--- src/rtl/snn_pkg.sv ---
// Shared types and default widths for the spiking-network datapath
// (spike-gating stage and LIF neuron).
package snn_pkg;

  localparam int SNN_W_WIDTH = 4;
  localparam int SNN_V_WIDTH = 8;

  typedef enum logic {
    INTEGRATE  = 1'b0,
    REFRACTORY = 1'b1
  } lif_state_e;

endpackage

--- src/rtl/lif_neuron_if.sv ---
// Weighted-spike input and neuron status outputs. The neuron is the slave;
// the upstream gating stage (or a bench) is the master.
interface lif_neuron_if #(
  parameter int W_WIDTH = 4,
  parameter int V_WIDTH = 8
);
  logic               in_valid;
  logic [W_WIDTH-1:0] in_weight;
  logic               spike_out;
  logic [V_WIDTH-1:0] v_mem;
  logic               refractory;

  modport master (
    output in_valid, in_weight,
    input  spike_out, v_mem, refractory
  );

  modport slave (
    input  in_valid, in_weight,
    output spike_out, v_mem, refractory
  );
endinterface

--- src/rtl/lif_sat_update.sv ---
// Combinational membrane update: add the gated weight, subtract the leak
// with a floor at zero, clamp at full scale, and flag a threshold crossing.
module lif_sat_update
  import snn_pkg::*;
#(
  parameter int W_WIDTH = SNN_W_WIDTH,
  parameter int V_WIDTH = SNN_V_WIDTH,
  parameter int THRESH  = 32,
  parameter int LEAK    = 1
) (
  input  logic [V_WIDTH-1:0] v_cur,
  input  logic               in_valid,
  input  logic [W_WIDTH-1:0] in_weight,
  output logic [V_WIDTH-1:0] v_next,
  output logic               fire
);

  // One extra bit of headroom so the add never wraps before clamping.
  localparam logic [V_WIDTH:0]   LEAK_X   = (V_WIDTH+1)'(LEAK);
  localparam logic [V_WIDTH:0]   MAX_X    = {1'b0, {V_WIDTH{1'b1}}};
  localparam logic [V_WIDTH-1:0] THRESH_V = V_WIDTH'(THRESH);

  logic [V_WIDTH:0] w;
  logic [V_WIDTH:0] sum;
  logic [V_WIDTH:0] leaked;

  // Gate, accumulate, leak with zero floor, saturate at 2^V_WIDTH-1.
  always_comb begin
    w = '0;
    if (in_valid) w = {{(V_WIDTH+1-W_WIDTH){1'b0}}, in_weight};
    sum    = {1'b0, v_cur} + w;
    leaked = (sum > LEAK_X) ? (sum - LEAK_X) : '0;
    v_next = (leaked > MAX_X) ? MAX_X[V_WIDTH-1:0] : leaked[V_WIDTH-1:0];
    fire   = (v_next >= THRESH_V);
  end

endmodule

--- src/rtl/lif_neuron.sv ---
// Leaky integrate-and-fire neuron: saturating membrane, one-cycle output
// spike on threshold crossing, then a fixed refractory hold-off.
module lif_neuron
  import snn_pkg::*;
#(
  parameter int W_WIDTH = SNN_W_WIDTH,
  parameter int V_WIDTH = SNN_V_WIDTH,
  parameter int THRESH  = 32,
  parameter int LEAK    = 1,
  parameter int REFRAC  = 3
) (
  input  logic clk,
  input  logic rst,
  lif_neuron_if.slave io
);

  localparam int CW = (REFRAC > 0) ? $clog2(REFRAC + 1) : 1;

  lif_state_e         state_q, state_d;
  logic [CW-1:0]      cnt_q, cnt_d;
  logic [V_WIDTH-1:0] v_q, v_d;
  logic               spike_q, spike_d;

  logic [V_WIDTH-1:0] v_next;
  logic               fire;

  lif_sat_update #(
    .W_WIDTH (W_WIDTH),
    .V_WIDTH (V_WIDTH),
    .THRESH  (THRESH),
    .LEAK    (LEAK)
  ) u_upd (
    .v_cur     (v_q),
    .in_valid  (io.in_valid),
    .in_weight (io.in_weight),
    .v_next    (v_next),
    .fire      (fire)
  );

  // Next-state: integrate/fire, or count down the refractory window while
  // dropping any input that arrives.
  always_comb begin
    state_d = state_q;
    cnt_d   = cnt_q;
    v_d     = v_q;
    spike_d = 1'b0;
    case (state_q)
      INTEGRATE: begin
        if (fire) begin
          spike_d = 1'b1;
          v_d     = '0;
          if (REFRAC > 0) begin
            state_d = REFRACTORY;
            cnt_d   = CW'(REFRAC);
          end
        end else begin
          v_d = v_next;
        end
      end
      REFRACTORY: begin
        v_d   = '0;
        cnt_d = cnt_q - CW'(1);
        if (cnt_q == CW'(1)) state_d = INTEGRATE;
      end
      default: state_d = INTEGRATE;
    endcase
  end

  // State registers; reset wins over any same-cycle fire or countdown.
  always_ff @(posedge clk) begin
    if (rst) begin
      state_q <= INTEGRATE;
      cnt_q   <= '0;
      v_q     <= '0;
      spike_q <= 1'b0;
    end else begin
      state_q <= state_d;
      cnt_q   <= cnt_d;
      v_q     <= v_d;
      spike_q <= spike_d;
    end
  end

  assign io.spike_out  = spike_q;
  assign io.v_mem      = v_q;
  assign io.refractory = (state_q == REFRACTORY);

endmodule

--- src/flat_wrapper.sv ---
// flat-port wrapper written by rule: the top's interface ports become plain ports
module lif_neuron_flat import snn_pkg::*;
#(
  parameter int W_WIDTH = SNN_W_WIDTH,
  parameter int V_WIDTH = SNN_V_WIDTH,
  parameter int THRESH  = 32,
  parameter int LEAK    = 1,
  parameter int REFRAC  = 3
)
  (clk, rst, io_in_valid, io_in_weight, io_spike_out, io_v_mem, io_refractory);
  lif_neuron_if #(.W_WIDTH(W_WIDTH), .V_WIDTH(V_WIDTH)) io_i ();
  input  logic clk;
  input  logic rst;
  input wire logic [$bits(io_i.in_valid)-1:0] io_in_valid;
  input wire logic [$bits(io_i.in_weight)-1:0] io_in_weight;
  output wire logic [$bits(io_i.spike_out)-1:0] io_spike_out;
  output wire logic [$bits(io_i.v_mem)-1:0] io_v_mem;
  output wire logic [$bits(io_i.refractory)-1:0] io_refractory;
  assign io_i.in_valid = io_in_valid;
  assign io_i.in_weight = io_in_weight;
  assign io_spike_out = io_i.spike_out;
  assign io_v_mem = io_i.v_mem;
  assign io_refractory = io_i.refractory;
  lif_neuron #(.W_WIDTH(W_WIDTH), .V_WIDTH(V_WIDTH), .THRESH(THRESH), .LEAK(LEAK), .REFRAC(REFRAC)) u_core (.clk(clk), .rst(rst), .io(io_i));
endmodule
--- config.mk ---
export PLATFORM = sky130hd
export DESIGN_NAME = lif_neuron_flat
export DESIGN_NICKNAME = d
export VERILOG_FILES = /design/src/rtl/snn_pkg.sv /design/src/rtl/lif_neuron_if.sv /design/src/rtl/lif_sat_update.sv /design/src/rtl/lif_neuron.sv /design/src/flat_wrapper.sv
export SDC_FILE = /design/constraint.sdc
export NUM_CORES = 1
export LEC_CHECK = 0
export ABC_AREA = 1
export CAP_MARGIN = 30
export CORE_AREA = 2 2 54 56
export CTS_CLUSTER_SIZE = 14
export DETAILED_ROUTE_END_ITERATION = 8
export DIE_AREA = 0 0 56 58
export PLACE_DENSITY_LB_ADDON = 0.15
export SYNTH_ARGS = -nofsm -noshare
export SYNTH_HDL_FRONTEND = slang
export SYNTH_SLANG_ARGS = --single-unit
export TNS_END_PERCENT = 5
--- constraint.sdc ---
create_clock -name clk -period 2.7 [get_ports clk]
set_clock_uncertainty 0.15 [all_clocks]
set_input_delay 0.54 -clock clk [delete_from_list [all_inputs] [get_ports clk]]
set_output_delay 0.54 -clock clk [all_outputs]
set_load 0.05 [all_outputs]
==> flow_summary.json <==
{
  "ctsHoldBuffers": 0,
  "drtIter0Drc": 17,
  "viasPerCell": 4.62,
  "crit_type": "primary input to flip-flop",
  "finalNetCount": 203,
  "hold-worst-slack_ns": 0.389,
  "place.gp.congestion": 0.737,
  "cts-buffers-inserted": 3,
  "max_cap_violations": 0,
  "r2r-start": "u_core.io.v_mem[0]$_SDFF_PP0_",
  "drc_errors": 0,
  "synth_cell_types": 18,
  "clock_latency_ns": 0.27,
  "final_cells": 217,
  "cp.required_ns": 2.72,
  "overflow": 0,
  "maxSlewViolCount": 0,
  "ys_seq_area_share_pct": 26.2,
  "ff2ff_path_depth": 14,
  "worst-endpoint-arrival_ns": 2.60,
  "synth-edff-count": 0,
  "p_leak_nw": 0.724,
  "io_buffers": 16,
  "grt_max_degree": 9,
  "ant_nets": 0,
  "io_pins": 17,
  "ys_warn_count": 0,
  "worstSetupEndpointType": "flip-flop",
  "rr_endpoint": "u_core.cnt_q[1]$_SDFFE_PP0P_",
  "cts_tree": "done",
  "fin_ws_ns": 0.114,
  "placedCellCount": 210,
  "synth_area_um2": 918,
  "pre_cts_ws_ns": -0.460,
  "fin_crit_ns": 2.59,
  "grt_usage_pct": 14.0,
  "avgSynthCellArea_um2": 6.33,
  "die_area_mm2": 0.00325,
  "fp-row-count": 19,
  "drive_above_1_share_pct": 29.0,
  "clk_pin_slew_ns": 0.06,
  "grt_pass1_vias": 944,
  "die_w_um": 56,
  "hold_depth": 4,
  "hpwl_um": 1720,
  "n_antenna_cell": 0,
  "fin_util_pct": 52.7,
  "yosys_register_bits": 12,
  "syn_inst": 145,
  "synthArstFlopShare_pct": 0,
  "vias": 1002,
  "setup_viol": 0,
  "routed_wl_um": 2140,
  "area_growth_pct": 52.7,
  "cp-start-kind": "primary input",
  "wire_per_inst_um": 9.85,
  "worstHoldPathType": "flip-flop to flip-flop",
  "antenna_found_initial": 0,
  "ctsHtreeMaxLevel": 1,
  "core_area_mm2": 0.00266,
  "worst_pin_slew_ns": 0.501,
  "cp_max_fo": 3,
  "hold_violations": 0,
  "max-vdd-ir-drop_mv": 0.323,
  "start_util_pct": 34.5,
  "grt_pass1_wl_um": 3690,
  "rsz0062_at_grt": "yes",
  "hp-start": "u_core.cnt_q[1]$_SDFFE_PP0P_",
  "hold-path-endpoint": "u_core.cnt_q[1]$_SDFFE_PP0P_",
  "cts.path.max_buffers": 2,
  "max_freq_mhz": 387,
  "root_buffer": "clkbuf_4",
  "outcome": "completed",
  "power.density_mw_per_mm2": 354,
  "die_y_um": 58,
  "cts_sinks": 12,
  "r2r_slack_ns": 0.39,
  "ys.flop_type": "dfxtp_1",
  "slew_headroom_pct": 66.5,
  "dr.pass1.iters": 4,
  "post-route-period-util_pct": 95.8
}
[sequential cells by signal (all words and copies together), names as in the netlist]
name and cells:
u_core.cnt_q 2, u_core.io.refractory 1, u_core.io.spike_out 1, u_core.io.v_mem 8
[final cells by class]
type / instances / area, um2
tap: 31 / 38.8
timing repair buffer: 36 / 308
fill: 267 / 1260
sequential: 12 / 240
inverter: 28 / 105
multi-input combinational: 107 / 688
clock buffer: 3 / 22.5
[kinds of logic (layout without fill, tap and decap cells)]
kind of cell             count (synthesis)  after routing  synth area share [%]
XOR/XNOR                                 4              4                  3.81
flip-flops                              12             12                  26.2
adder cells (fa/ha/maj)                  8              8                  11.7
AND/OR/NAND/NOR                         86             86                  42.8
other                                    1              3                 0.408
AO/OA/AOI/OAI                            6              6                  3.68
buffers and inverters                   28             67                  11.4
[Yosys cell counts, types with 2 or more instances]
| master | count | share of area (%) |
|---|---|---|
| nor2_1 | 11 | 4.5 |
| inv_1 | 27 | 11 |
| nand4_1 | 4 | 2.7 |
| nand3_1 | 21 | 11 |
| nand2_2 | 4 | 2.7 |
| nand3_2 | 2 | 2.2 |
| ha_1 | 7 | 9.5 |
| and2_1 | 2 | 1.4 |
| a21oi_1 | 5 | 2.7 |
| xor2_1 | 4 | 3.8 |
| nor2_2 | 2 | 1.4 |
| dfxtp_1 | 12 | 26 |
| nand2_1 | 39 | 16 |
[routing by layer]
| metal | vias to the layer above | GRT usage [%] | share of wire (%) |
|---|---|---|---|
| met5 | - | 0 | 0 |
| met3 | 5 | 0.893 | 1.4 |
| met2 | 7 | 25.5 | 50 |
| met4 | 0 | 7.14 | 2.2 |
| li1 | 532 | - | - |
| met1 | 458 | 16.5 | 46 |
[cell usage in the layout, fill, tap and decap left out, drive strengths merged, types with 3 or more instances in the layout]
| master | synthesis | routed |
|---|---|---|
| ha | 7 | 7 |
| dfxtp | 12 | 12 |
| conb | 1 | 3 |
| a21oi | 5 | 5 |
| xor2 | 4 | 4 |
| buf | 0 | 20 |
| nand4 | 4 | 4 |
| clkbuf | 0 | 3 |
| clkdlybuf4s50 | 0 | 14 |
| inv | 28 | 28 |
| nor2 | 13 | 13 |
| nand3 | 23 | 23 |
| nand2 | 43 | 43 |
[how the worst max path moves through the flow]
stage,from,endpoint,slack (ns),cells after the start
2_1_floorplan,u_core.io.v_mem[0]$_SDFF_PP0_,u_core.io.v_mem[3]$_SDFF_PP0_,0.09,14
3_3_place_gp,io_in_valid,u_core.io.v_mem[3]$_SDFF_PP0_,-0.47,17
3_5_place_dp,io_in_valid,u_core.io.v_mem[3]$_SDFF_PP0_,-0.46,17
4_1_cts,io_in_weight[3],u_core.io.v_mem[3]$_SDFF_PP0_,0.07,15
5_1_grt,io_in_weight[1],u_core.io.v_mem[2]$_SDFF_PP0_,-0.02,14
6_report,io_in_weight[1],u_core.cnt_q[1]$_SDFFE_PP0P_,0.11,14
[critical path: stages]
cell,delay (ns)
clkdlybuf4s50_1,0.47
nand2_2,0.07
fa_2,0.58
nand2_2,0.07
a21oi_4,0.15
nand3_2,0.09
nand2_1,0.07
nand2_1,0.05
nor2_2,0.11
nand3_2,0.12
nand2_2,0.12
nand3_2,0.07
nand2_1,0.07
inv_1,0.03
[repair_timing]
item / in CTS / in global routing
gates resized for setup: 20 / 7
pin swaps: 15 / 4
endpoints found under the hold margin: 0 / 0
setup endpoints to repair: 9 / 9
buffers inserted: 4 / 0
[power by group]
group	internal (mW)	total, mW	switching [mW]
Combinational	0.0841	0.193	0.109
Sequential	0.189	0.198	0.00933
Clock	0.0516	0.104	0.0527
Total	0.325	0.496	0.171
[stage by stage]
step,setup TNS [ns],instance area [um2],total power [mW]
global placement,-3.73,1240,0.370
global route,-0.0887,1400,0.530
CTS,0,1360,0.496
floorplan,0,926,0.307
finish,0,1400,0.496
detailed placement,-3.81,1240,0.371
No activity file was read; power rests on OpenSTA's default activity.
